$ cat src/rtl/ps2_key_event_fifo.sv
// ps2_key_event_fifo
//
// Turns the PS/2 receiver's 16-bit code bus into typed key events and queues
// them for the application layer.
//
// Each new, recognised code becomes one 11-bit event {repeat, make, ext, scan}.
// The receiver's idle and status patterns are dropped. Events are held in a
// DEPTH-entry circular FIFO and handed out over a valid/ready handshake.
//
// Ports
//   clk        in   system clock, shared with the receiver
//   rst_n      in   synchronous active-low reset
//   code       in   receiver code bus {hi, lo}
//   ev_ready   in   consumer accepts the head event
//   ovf_clr    in   pulse that clears the sticky overflow flag
//   ev_valid   out  head event valid (FIFO not empty)
//   ev_data    out  head event {repeat, make, ext, scan[7:0]}
//   count      out  FIFO occupancy, 0..DEPTH
//   overflow   out  sticky; set when an event is dropped on a full FIFO
//   last_make  out  scan code of the most recent make event

module ps2_key_event_fifo #(
    parameter int DEPTH = 8,
    parameter int AW    = 3
) (
    input  logic          clk,
    input  logic          rst_n,
    input  logic [15:0]   code,
    input  logic          ev_ready,
    input  logic          ovf_clr,
    output logic          ev_valid,
    output logic [10:0]   ev_data,
    output logic [AW:0]   count,
    output logic          overflow,
    output logic [7:0]    last_make
);

    localparam logic [AW:0] DEPTH_C = (AW+1)'(DEPTH);

    logic [15:0]   code_q,      code_d;
    logic [AW-1:0] wr_ptr_q,    wr_ptr_d;
    logic [AW-1:0] rd_ptr_q,    rd_ptr_d;
    logic [AW:0]   count_q,     count_d;
    logic [10:0]   ev_data_q,   ev_data_d;
    logic          overflow_q,  overflow_d;
    logic [7:0]    last_make_q, last_make_d;
    logic          lm_ext_q,    lm_ext_d;
    logic          lm_valid_q,  lm_valid_d;
    logic [10:0]   mem_q [DEPTH];
    logic [10:0]   mem_d [DEPTH];

    logic [7:0]    hi;
    logic [7:0]    lo;
    logic          is_valid;
    logic          is_make;
    logic          is_ext;
    logic          det;
    logic          rpt;
    logic [10:0]   ev_word;
    logic          full;
    logic          empty;
    logic          pop;
    logic          push;
    logic          drop;

    // Classification of the live bus value
    always_comb begin
        hi       = code[15:8];
        lo       = code[7:0];
        is_valid = 1'b0;
        is_make  = 1'b0;
        is_ext   = 1'b0;
        // lo = FF marks a receiver status word regardless of hi
        if (lo != 8'hFF) begin
            if (hi == 8'h00 || hi == 8'h11) begin
                is_valid = 1'b1;
                is_make  = 1'b1;
            end else if (hi == 8'hE0 && lo != 8'hF0) begin
                is_valid = 1'b1;
                is_make  = 1'b1;
                is_ext   = 1'b1;
            end else if (hi == 8'hF0) begin
                is_valid = 1'b1;
            end
        end
    end

    // Event detection, repeat flag and FIFO control
    always_comb begin
        det     = is_valid && (code != code_q);
        rpt     = is_make && lm_valid_q && (lm_ext_q == is_ext) && (last_make_q == lo);
        ev_word = {rpt, is_make, is_ext, lo};

        empty = (count_q == '0);
        full  = (count_q == DEPTH_C);
        pop   = !empty && ev_ready;
        // A full FIFO still accepts a push when the head leaves in the same cycle
        push  = det && (!full || pop);
        drop  = det && full && !pop;

        code_d   = code;
        wr_ptr_d = push ? wr_ptr_q + 1'b1 : wr_ptr_q;
        rd_ptr_d = pop  ? rd_ptr_q + 1'b1 : rd_ptr_q;

        count_d = count_q;
        if (push && !pop) begin
            count_d = count_q + 1'b1;
        end else if (pop && !push) begin
            count_d = count_q - 1'b1;
        end

        mem_d = mem_q;
        if (push) begin
            mem_d[wr_ptr_q] = ev_word;
        end

        // Head register only moves on a pop or on empty -> non-empty. When the
        // new head is the entry being written this cycle, bypass storage.
        ev_data_d = ev_data_q;
        if (pop || (push && empty)) begin
            if (push && (wr_ptr_q == rd_ptr_d)) begin
                ev_data_d = ev_word;
            end else begin
                ev_data_d = mem_q[rd_ptr_d];
            end
        end

        // Set has priority over clear
        overflow_d = overflow_q;
        if (drop) begin
            overflow_d = 1'b1;
        end else if (ovf_clr) begin
            overflow_d = 1'b0;
        end

        last_make_d = last_make_q;
        lm_ext_d    = lm_ext_q;
        lm_valid_d  = lm_valid_q;
        if (det) begin
            if (is_make) begin
                last_make_d = lo;
                lm_ext_d    = is_ext;
                lm_valid_d  = 1'b1;
            end else begin
                lm_valid_d  = 1'b0;
            end
        end
    end

    always_ff @(posedge clk) begin
        if (!rst_n) begin
            code_q      <= 16'hFFFF;
            wr_ptr_q    <= '0;
            rd_ptr_q    <= '0;
            count_q     <= '0;
            ev_data_q   <= 11'h000;
            overflow_q  <= 1'b0;
            last_make_q <= 8'h00;
            lm_ext_q    <= 1'b0;
            lm_valid_q  <= 1'b0;
        end else begin
            code_q      <= code_d;
            wr_ptr_q    <= wr_ptr_d;
            rd_ptr_q    <= rd_ptr_d;
            count_q     <= count_d;
            ev_data_q   <= ev_data_d;
            overflow_q  <= overflow_d;
            last_make_q <= last_make_d;
            lm_ext_q    <= lm_ext_d;
            lm_valid_q  <= lm_valid_d;
        end
    end

    // Storage is not reset; reset empties the FIFO through the pointers/count
    always_ff @(posedge clk) begin
        mem_q <= mem_d;
    end

    assign ev_valid  = (count_q != '0);
    assign ev_data   = ev_data_q;
    assign count     = count_q;
    assign overflow  = overflow_q;
    assign last_make = last_make_q;

endmodule

$ cat config.mk
export PLATFORM = sky130hd
export DESIGN_NAME = ps2_key_event_fifo
export DESIGN_NICKNAME = d
export VERILOG_FILES = /design/src/rtl/ps2_key_event_fifo.sv
export SDC_FILE = /design/constraint.sdc
export NUM_CORES = 1
export LEC_CHECK = 0
export CAP_MARGIN = 20
export CORE_MARGIN = 3
export CORE_UTILIZATION = 44
export DETAILED_ROUTE_END_ITERATION = 10
export GPL_TIMING_DRIVEN = 0
export PLACE_DENSITY_LB_ADDON = 0.1
export SYNTH_ARGS = -nofsm -noshare
export SYNTH_HDL_FRONTEND = slang
export SYNTH_SLANG_ARGS = --single-unit
export TNS_END_PERCENT = 5
$ cat constraint.sdc
create_clock -name clk -period 4.06 [get_ports clk]
set_input_delay 0.406 -clock clk [delete_from_list [all_inputs] [get_ports clk]]
set_output_delay 0.406 -clock clk [all_outputs]
set_load 0.02 [all_outputs]
==> flow_metrics.py <==
metrics = {
    "sta": {
        "grt_setup_unrepaired": "false",
        "max_freq_mhz": 267,
        "finalSetupViolCount": 0,
        "layout_min_cycle_time_ns": 3.75,
        "slew_violations": 0,
        "finalCritPeriodShare_pct": 92.4,
        "tightest_slew_ns": 0.846,
        "relSlewSlack_pct": 43.5,
        "final_hold_viol_count": 0,
        "fin_worst_skew_ns": 0.00660,
        "layout_setup_ws_ns": 0.309,
        "setup_tns_ns": 0,
        "fin_hold_ws_ns": 0.381,
    },
    "finish": {
        "final_core_util_pct": 56.5,
        "area_delta_synth_final_pct": 24.5,
        "diodes": 0,
        "nFillCells": 1110,
        "nNetsFinal": 565,
        "register_area_sq_um": 3600,
        "drive_gt1_share_pct": 12.9,
        "fin_cells": 724,
        "fin_area_sq_um": 7190,
        "multiInputGateArea_sq_um": 2020,
    },
    "worst_setup_path": {
        "max_stage_delay_ns": 0.64,
        "worstSetupPathType": "input port to register",
        "r2r-end": "count[3]",
        "reg2reg_from": "code_q[10]",
        "reg2reg_setup_slack_ns": 0.94,
        "critPathLaunchType": "input port",
        "critPathMaxFanout": 9,
        "reg2reg_depth": 15,
        "worst-endpoint-arrival_ns": 4.10,
        "path_cells": "clkdlybuf4s50_1 -> buf_2 -> xnor2_1 -> nand4_1 -> nor4_4 -> a211o_1 -> or2_0 -> buf_6 -> inv_2 -> ha_1 -> inv_1 -> ha_1 -> a21o_1 -> a21oi_1 -> xnor2_1 -> or3_1 -> a21oi_1",
        "end_kind": "register",
        "worst_ep_required_time_ns": 4.41,
        "cpMaxStageDelayCell": "clkdlybuf4s50_1",
    },
    "placement": {
        "dp.cells": 692,
        "dp_hpwl_mm": 9.37,
        "dp_slack_ns": -0.353,
        "io_buffer_count": 43,
        "globalplace.congestion": 0.782,
        "placed_cell_area_sq_um": 6560,
    },
    "clock_tree": {
        "clock_path_buffers": 2,
        "root_buffer": "clkbuf_16",
        "cts_buffers": 17,
        "cts.htree.levels": 4,
        "clock_latency_ns": 0.42,
        "cts_setup_buffers": 0,
        "cts.clk_slew.worst_paths_ns": 0.05,
        "clock-sinks": 136,
        "cts_tree": "built",
    },
    "route": {
        "drtPass1Iterations": 5,
        "vias": 3983,
        "drc": 0,
        "wire_per_inst_microns": 19.5,
        "drt_iter0_markers": 403,
        "wl_mm": 14.1,
        "ant_nets": 0,
        "viasPerCell": 5.50,
    },
    "floorplanning": {
        "start_util_pct": 45.4,
        "die_area_sq_um": 14500,
        "die_y_microns": 121,
        "fp-row-count": 41,
        "die_w_microns": 121,
        "core_area_sq_um": 12700,
        "io_pins": 45,
    },
    "pwr": {
        "p_per_area_nw_per_um2": 561,
        "peakVddDrop_v": 0.000341,
        "total_power_mw": 4.03,
        "power_leakage_nw": 2.46,
    },
    "synthesis": {
        "async_flop_share_pct": 0,
        "syn_area_sq_um": 5770,
        "yosys-top-cells-count": "edfxtp_1, a21oi_1, dfxtp_1",
        "yosys.area.top_type_share_pct": 45.8,
        "synth.distinct_cells": 53,
        "synthesis.nets": 493,
        "synth.area.top_cells": "edfxtp_1, dfxtp_1, a21oi_1",
        "synth_area_per_cell_sq_um": 12.4,
        "ys.flop_type": "edfxtp_1",
        "syn_inst": 467,
        "ys_seq_area_share_pct": 62.4,
        "yosysMostFrequentCell": "edfxtp_1",
        "synth_edf_count": 88,
        "synth_top_cell_by_area": "edfxtp_1",
        "synth-seq-cells": 136,
        "yosys_warnings": 0,
    },
    "min_path": {
        "worstHoldStart": "code[12]",
        "hold-path-endpoint": "code_q[12]",
        "hold_path_class": "input port to register",
        "worstHoldPathCells": 2,
    },
    "grt": {
        "grt_max_degree": 17,
        "antenna_found_initial": 0,
        "grt.total_usage_pct": 20.6,
        "grt_pass1_wl_mm": 22.0,
        "gr-total-overflow": 0,
        "grt_pass1_vias": 3921,
    },
    "outcome": {
        "outcome": "finished, final reports clean",
    },
    "run": {
        "maxCapViolCount": 0,
    },
}
-- metal layers --
metal / GRT usage, % / up-vias / share of wire [%]
met1: 26.9 / 1930 / 44
li1: - / 1881 / -
met3: 5.14 / 27 / 6.0
met2: 32.9 / 145 / 47
met5: 0 / - / 0
met4: 8.57 / 0 / 2.1
-- layout by cell type (no fill, tap or decap), types with 3 or more instances in the layout --
cell type / instances
nand2_1: 47
buf_1: 3
buf_4: 4
inv_1: 5
a221o_1: 11
clkdlybuf4s50_1: 42
clkbuf_1: 17
edfxtp_1: 88
clkinv_2: 3
xor2_1: 10
a21boi_0: 4
and2_1: 3
nor4bb_1: 9
bufinv_16: 5
dfxtp_1: 48
buf_6: 10
nor3_1: 7
nand2b_1: 17
nor4_1: 5
mux2i_1: 9
a211oi_1: 6
a21oi_1: 48
clkinv_1: 4
xnor2_1: 23
a22oi_1: 18
ha_1: 5
nor2_1: 23
mux2_2: 5
buf_2: 7
clkbuf_16: 17
nand4_1: 5
nor3_2: 4
-- cell families after synthesis --
| family | after synthesis | synth area share [%] |
|---|---|---|
| multiplexers | 15 | 2.73 |
| AND/OR/NAND/NOR | 139 | 13.4 |
| XOR/XNOR | 34 | 5.29 |
| buffers and inverters | 38 | 3.34 |
| AO/OA/AOI/OAI | 99 | 11.4 |
| flip-flops | 136 | 62.4 |
| adder cells (fa/ha/maj) | 6 | 1.43 |
-- critical path: cells and delay by family --
family | cells | cell delay [ns]
buffers and inverters | 5 | 1.30
and+or+nand+nor | 4 | 0.99
AOI/OAI and AO/OA | 4 | 0.71
adders and majority gates | 2 | 0.46
xor gates and xnor gates | 2 | 0.23
-- how the worst max path moves through the flow --
stage,cells after the start,to,start
after floorplan,7,mem_q[55],code[0]
after global placement,8,mem_q[59],code[2]
after detailed placement,17,count[3],code[2]
after CTS,17,count[3],code[2]
after global routing,17,count[3],code[1]
final,17,count[3],code[3]
-- power breakdown --
group / switching (mW) / total, mW / internal, mW
clock network: 0.543 / 1.62 / 1.08
registers: 0.0621 / 1.60 / 1.54
logic: 0.445 / 0.812 / 0.367
total: 1.05 / 4.03 / 2.98
-- timing repair --
| action | 4_1_cts | 5_1_grt |
|---|---|---|
| resized for setup | 0 | 9 |
| hold buffers | 0 | 0 |
| setup endpoints to repair | 0 | 1 |
-- registers in the layout, indices dropped and copies added (netlist names), 3 cells and up --
signal and cells:
last_make 8, rd_ptr_q 3, count 4, ev_data 11, code_q 16, wr_ptr_q 3, mem_q 88
-- cell type report --
type                    count  share of cell area [%]
flip-flops and latches    136                    50.1
clock buffers              20                    6.08
multi-input cells         293                    28.2
repair buffers             53                    7.40
clock inverters            12                    2.51
inverters                   7                   0.400
plain buffers              31                    2.33
well taps                 172                    2.99
Power figures use the tool's default switching activity.
